File: config.mk
export PLATFORM = sky130hd
export DESIGN_NAME = tick_countdown_flat
export DESIGN_NICKNAME = d
export VERILOG_FILES = /design/src/rtl/tick_timer_pkg.sv /design/src/rtl/tick_countdown_if.sv /design/src/rtl/bcd_mmss_dec.sv /design/src/rtl/tick_countdown.sv /design/src/flat_wrapper.sv
export SDC_FILE = /design/constraint.sdc
export NUM_CORES = 1
export LEC_CHECK = 0
export ABC_AREA = 1
export CAP_MARGIN = 30
export CORE_AREA = 10 10 70 72
export DETAILED_ROUTE_END_ITERATION = 7
export DIE_AREA = 0 0 80 82
export GPL_TIMING_DRIVEN = 0
export PLACE_DENSITY = 0.82
export SLEW_MARGIN = 15
export SYNTH_ARGS = -nofsm -noshare
export SYNTH_HDL_FRONTEND = slang
export SYNTH_HIERARCHICAL = 1
export SYNTH_SLANG_ARGS = --single-unit
export TNS_END_PERCENT = 10
File: constraint.sdc
create_clock -name system_clk -period 3.4 [get_ports system_clk]
set_input_delay 0.34 -clock system_clk [delete_from_list [all_inputs] [get_ports system_clk]]
set_output_delay 0.34 -clock system_clk [all_outputs]
set_load 0.02 [all_outputs]
File: src/rtl/tick_timer_pkg.sv
// Shared types and BCD helpers for the mm:ss countdown timer.
package tick_timer_pkg;

  typedef enum logic [1:0] {
    IDLE    = 2'd0,
    RUN     = 2'd1,
    PAUSED  = 2'd2,
    EXPIRED = 2'd3
  } state_e;

  localparam logic [7:0] BCD_ZERO = 8'h00;
  localparam logic [3:0] BCD_NINE = 4'h9;

  // Both nibbles must be decimal digits; comparing valid BCD bytes as binary preserves order.
  function automatic logic bcd_valid(input logic [7:0] value, input logic [7:0] max);
    return (value[7:4] <= BCD_NINE) && (value[3:0] <= BCD_NINE) && (value <= max);
  endfunction

endpackage

File: src/rtl/tick_countdown_if.sv
// Control/status bundle between the countdown timer and its surrounding logic.
interface tick_countdown_if;

  logic       tick_in;
  logic       clear;
  logic       load;
  logic [7:0] load_min;
  logic [7:0] load_sec;
  logic       start;
  logic       pause;
  logic [7:0] min_bcd;
  logic [7:0] sec_bcd;
  logic       running;
  logic       expired;
  logic       done;
  logic       load_err;

  modport master (
    output tick_in, clear, load, load_min, load_sec, start, pause,
    input  min_bcd, sec_bcd, running, expired, done, load_err
  );

  modport slave (
    input  tick_in, clear, load, load_min, load_sec, start, pause,
    output min_bcd, sec_bcd, running, expired, done, load_err
  );

endinterface

File: src/rtl/bcd_mmss_dec.sv
// Combinational one-second BCD decrement of an mm:ss value, with a zero-result flag.
module bcd_mmss_dec
  import tick_timer_pkg::*;
#(
  parameter logic [7:0] SEC_MAX = 8'h59
) (
  input  logic [7:0] min_i,
  input  logic [7:0] sec_i,
  output logic [7:0] min_o,
  output logic [7:0] sec_o,
  output logic       zero_o
);

  // A byte already at 00 stays at 00; the caller never decrements 00:00.
  function automatic logic [7:0] dec_byte(input logic [7:0] v);
    if (v[3:0] != 4'h0) begin
      return {v[7:4], v[3:0] - 4'h1};
    end else if (v[7:4] != 4'h0) begin
      return {v[7:4] - 4'h1, BCD_NINE};
    end else begin
      return BCD_ZERO;
    end
  endfunction

  always_comb begin
    min_o = min_i;
    sec_o = dec_byte(sec_i);
    if (sec_i == BCD_ZERO) begin
      sec_o = SEC_MAX;
      min_o = dec_byte(min_i);
    end
    zero_o = (min_o == BCD_ZERO) && (sec_o == BCD_ZERO);
  end

endmodule

File: src/rtl/tick_countdown.sv
// BCD mm:ss countdown timer driven by a 1 Hz tick strobe.
// Define TICK_EDGE_EN to synchronise tick_in and count only its rising edges.
module tick_countdown
  import tick_timer_pkg::*;
#(
  parameter logic [7:0] SEC_MAX = 8'h59,
  parameter logic [7:0] MIN_MAX = 8'h59
) (
  input  logic             system_clk,
  input  logic             r,
  tick_countdown_if.slave  bus
);

  state_e     state_q, state_d;
  logic [7:0] min_q, min_d;
  logic [7:0] sec_q, sec_d;
  logic       running_q;
  logic       expired_q, expired_d;
  logic       done_q;
  logic       loadErr_q, loadErr_d;

  logic       tickEff;
  logic [7:0] decMin, decSec;
  logic       decZero;
  logic       valueZero;
  logic       loadOk;
  logic       canLoad;
  logic       canStart;

`ifdef TICK_EDGE_EN
  // Two sync flops plus a history flop; a rising edge is seen two cycles after tick_in rises.
  logic [2:0] tickSync_q;

  always_ff @(posedge system_clk or posedge r) begin
    if (r) begin
      tickSync_q <= 3'b000;
    end else begin
      tickSync_q <= {tickSync_q[1:0], bus.tick_in};
    end
  end

  assign tickEff = tickSync_q[1] & ~tickSync_q[2];
`else
  assign tickEff = bus.tick_in;
`endif

  bcd_mmss_dec #(
    .SEC_MAX (SEC_MAX)
  ) u_dec (
    .min_i  (min_q),
    .sec_i  (sec_q),
    .min_o  (decMin),
    .sec_o  (decSec),
    .zero_o (decZero)
  );

  assign valueZero = (min_q == BCD_ZERO) && (sec_q == BCD_ZERO);
  assign loadOk    = bcd_valid(bus.load_min, MIN_MAX) && bcd_valid(bus.load_sec, SEC_MAX);
  assign canLoad   = (state_q == IDLE) || (state_q == EXPIRED);
  assign canStart  = (state_q == IDLE) || (state_q == PAUSED);

  // Only the highest-priority asserted control acts; a tick counts only when no control is asserted.
  always_comb begin
    state_d   = state_q;
    min_d     = min_q;
    sec_d     = sec_q;
    expired_d = 1'b0;
    loadErr_d = 1'b0;
    if (bus.clear) begin
      state_d = IDLE;
      min_d   = BCD_ZERO;
      sec_d   = BCD_ZERO;
    end else if (bus.load) begin
      if (canLoad) begin
        if (loadOk) begin
          state_d = IDLE;
          min_d   = bus.load_min;
          sec_d   = bus.load_sec;
        end else begin
          loadErr_d = 1'b1;
        end
      end
    end else if (bus.start) begin
      if (canStart) begin
        if (valueZero) begin
          state_d   = EXPIRED;
          expired_d = 1'b1;
        end else begin
          state_d = RUN;
        end
      end
    end else if (bus.pause) begin
      if (state_q == RUN) begin
        state_d = PAUSED;
      end
    end else if (tickEff && (state_q == RUN)) begin
      min_d = decMin;
      sec_d = decSec;
      if (decZero) begin
        state_d   = EXPIRED;
        expired_d = 1'b1;
      end
    end
  end

  // Status flags are registered from the next state so they line up with the value they describe.
  always_ff @(posedge system_clk or posedge r) begin
    if (r) begin
      state_q   <= IDLE;
      min_q     <= BCD_ZERO;
      sec_q     <= BCD_ZERO;
      running_q <= 1'b0;
      expired_q <= 1'b0;
      done_q    <= 1'b0;
      loadErr_q <= 1'b0;
    end else begin
      state_q   <= state_d;
      min_q     <= min_d;
      sec_q     <= sec_d;
      running_q <= (state_d == RUN);
      expired_q <= expired_d;
      done_q    <= (state_d == EXPIRED);
      loadErr_q <= loadErr_d;
    end
  end

  assign bus.min_bcd  = min_q;
  assign bus.sec_bcd  = sec_q;
  assign bus.running  = running_q;
  assign bus.expired  = expired_q;
  assign bus.done     = done_q;
  assign bus.load_err = loadErr_q;

endmodule

File: src/flat_wrapper.sv
// flat-port wrapper written by rule: the top's interface ports become plain ports
module tick_countdown_flat import tick_timer_pkg::*;
#(
  parameter logic [7:0] SEC_MAX = 8'h59,
  parameter logic [7:0] MIN_MAX = 8'h59
)
  (system_clk, r, bus_tick_in, bus_clear, bus_load, bus_load_min, bus_load_sec, bus_start, bus_pause, bus_min_bcd, bus_sec_bcd, bus_running, bus_expired, bus_done, bus_load_err);
  tick_countdown_if bus_i ();
  input  logic system_clk;
  input  logic r;
  input wire logic [$bits(bus_i.tick_in)-1:0] bus_tick_in;
  input wire logic [$bits(bus_i.clear)-1:0] bus_clear;
  input wire logic [$bits(bus_i.load)-1:0] bus_load;
  input wire logic [$bits(bus_i.load_min)-1:0] bus_load_min;
  input wire logic [$bits(bus_i.load_sec)-1:0] bus_load_sec;
  input wire logic [$bits(bus_i.start)-1:0] bus_start;
  input wire logic [$bits(bus_i.pause)-1:0] bus_pause;
  output wire logic [$bits(bus_i.min_bcd)-1:0] bus_min_bcd;
  output wire logic [$bits(bus_i.sec_bcd)-1:0] bus_sec_bcd;
  output wire logic [$bits(bus_i.running)-1:0] bus_running;
  output wire logic [$bits(bus_i.expired)-1:0] bus_expired;
  output wire logic [$bits(bus_i.done)-1:0] bus_done;
  output wire logic [$bits(bus_i.load_err)-1:0] bus_load_err;
  assign bus_i.tick_in = bus_tick_in;
  assign bus_i.clear = bus_clear;
  assign bus_i.load = bus_load;
  assign bus_i.load_min = bus_load_min;
  assign bus_i.load_sec = bus_load_sec;
  assign bus_i.start = bus_start;
  assign bus_i.pause = bus_pause;
  assign bus_min_bcd = bus_i.min_bcd;
  assign bus_sec_bcd = bus_i.sec_bcd;
  assign bus_running = bus_i.running;
  assign bus_expired = bus_i.expired;
  assign bus_done = bus_i.done;
  assign bus_load_err = bus_i.load_err;
  tick_countdown #(.SEC_MAX(SEC_MAX), .MIN_MAX(MIN_MAX)) u_core (.system_clk(system_clk), .r(r), .bus(bus_i));
endmodule
==> results.ini <==
[logic_synthesis]
synth_area_leaders=dfrtp_1 30%, nand2_1 14%, o21ai_2 7.7%
synthCells=261
syn_nets=288
synth_top_area_share_pct=30.2
netlist_area_sq_mm=0.00183
synth_largest_area_cell=dfrtp_1
synth_edf_count=0
synth_common_cells=67 x nand2_1, 36 x inv_1, 26 x nor2_1
synth.avg_cell_area_sq_um=6.99
ys_warn_count=6
ys_seq_area_share_pct=30.2
synth-main-ff-cell=dfrtp_1
yosysMostFrequentCell=nand2_1
ys_seq_elements=22
ys_async_sr_fraction_pct=100
synth_cell_types=27

[status]
status=finished, final reports clean

[sta]
fin_crit_ps=2310
clock_skew_ps=9.96
worst_slack_ps=1090
tns_ps=0
rsz0062_at_grt=no
worst_slew_pin_slew_ps=332
fmax_ghz=0.432
finalHoldViolCount=0
fin_crit_sh_pct=68.0
slew_viol_final=0
finalSetupViolCount=0
relSlewSlack_pct=77.8

[route]
vias=1864
drtIter0Drc=175
drtAntennaViolNets=0
drcViolationCount=0
drt-total-wl_um=5040
firstDrtPassIters=4
vias_per_cell=5.25
routedWlPerCell_um=14.2

[floorplan]
die_w_um=80
core_region_area_sq_mm=0.00358
dieHeight_um=82
initial_core_util_pct=51.0
dieArea_sq_mm=0.00656
ios=43
std_cell_rows=22

[clocking]
cts_setup_buffers=0
post_cts_resized=0
clock-root-buffer=clkbuf_4
cts_sinks=22
cts.clk_slew.worst_paths_ps=130
clk_latency_ps=320
cts_tree=built
h-tree-depth=1
hold_buffers=0
cts_buffers=3
clk_path_buf_depth=2

[critical_path]
crit_top_cell=nand2_1
worstSetupEndpointType=flop
critPathSlowestCell=dfrtp_1
crit_start=u_core/bus.sec_bcd[0]
cp_top_family=simple AND/OR/NAND/NOR gates
critPathMaxStageDelay_ps=500
crit_arrival_ps=2530
cp_cell_sequence=nor2_2, nand2_4, nor2_8, nand3_1, nand2_1, nand3_1, nor3_2, nand4_1, nand3_1, nand2_1, inv_1, nand2_1, nand2_1, nor2_1
critPathKind=reg -> reg
worstPathMaxFanout=8
startpoint_type=flop
critPathBufInv=1
cp.required_ps=3620
reg2reg_from=u_core/bus.sec_bcd[0]

[power]
leakagePower_nw=1.16
total_power_mw=1.06
power.density_mw_per_mm2=448
max-vdd-ir-drop_v=0.000227

[min_path]
hold_class=in -> async

[grt]
grt_start_max_net_pins=23
grt_pass1_wl_um=8500
grt_usage_pct=16.1
grt_pass1_vias=1868
grt-ovfl-total=0
antenna_found_initial=0

[place]
dp.cells=351
gp_congestion=0.948
pre_cts_slack_ps=1170
hpwl_um=4010
io_buffers=42

[job]
maxCapViolCount=0

[layout]
n_antenna_cell=0
fin_nets=336
syn_to_final_growth_pct=29.1
drive_above_1_share_pct=17.9
instances_no_fill=355

==> worst reg2reg max path: cells and delay by family, from the launching register on <==
kind | cells | cell delay [ps]
AND/OR/NAND/NOR | 13 | 1660
flip-flops | 1 | 500
buffers and inverters | 1 | 50
==> power by group <==
| part | internal [mW] | switching, mW |
|---|---|---|
| clock network | 0.0416 | 0.0829 |
| registers | 0.295 | 0.0582 |
| logic | 0.229 | 0.349 |
==> metrics by stage <==
step / util [%] / hold WS (ps) / area [sq um]
finish: 65.8 / 276 / 2360
global route: 65.8 / 264 / 2360
CTS: 65.1 / 536 / 2330
detailed placement: 64.4 / 573 / 2310
global placement: 64.4 / 557 / 2310
floorplan: - / 329 / 1830
==> sequential cells by signal, summed over array words and instances (netlist names) <==
register and flops:
u_core/bus.running 1, u_core/bus.done 1, u_core/bus.sec_bcd 8, u_core/bus.expired 1, u_core/state_q 2, u_core/bus.load_err 1
u_core/bus.min_bcd 8
==> worst paths after layout <==
check	end	slack [ps]	cells past startpoint
setup / recovery	u_core/bus.running	1090	14
hold / removal	u_core/bus.min_bcd[3]	280	2
setup reg to reg	u_core/bus.running	1090	14
hold reg to reg	u_core/bus.sec_bcd[7]	610	2
max in group asynchronous	u_core/bus.expired	2740	3
min in group system_clk	u_core/bus.sec_bcd[7]	610	2
==> per-layer routing <==
| layer | wire, um | global-route usage, % | part of all wire [%] | up-vias |
|---|---|---|---|---|
| met3 | 301 | 2.29 | 6.0 | 12 |
| met2 | 2550 | 28.7 | 51 | 65 |
| met4 | 131 | 9.68 | 2.6 | 0 |
| met1 | 2050 | 17.8 | 41 | 854 |
| li1 | - | - | - | 933 |
| met5 | 0 | 0 | 0 | - |
==> layout make-up <==
cell class	count	area (sq um)
clock buffer	3	22.5
fill	330	1220
inverter	39	146
timing repair buffer	43	448
buffer	7	58.8
tap	48	60.1
multi-input combinational	193	1070
sequential	22	551
==> layout by cell type, fill, tap and decap left out, drive strengths merged <==
cell           count
nand2             84
clkdlybuf4s50     42
inv               39
nor2              32
o21ai             24
dfrtp             22
nand3             20
a22oi             16
buf                8
nand4              5
ha                 4
clkbuf             3
a21oi              3
o211ai             1
and3               1
o31ai              1
nand3b             1
nor3               1
==> logic make-up (layout without fill, tap and decap cells) <==
| family | Yosys count | in the layout | share of synthesized area [%] |
|---|---|---|---|
| simple gates | 144 | 144 | 37.8 |
| buf+inv | 46 | 92 | 11.2 |
| compound gates | 45 | 45 | 18.1 |
| flops | 22 | 22 | 30.2 |
| fa+ha+maj | 4 | 4 | 2.74 |
No activity file was read; power rests on OpenSTA's default activity.
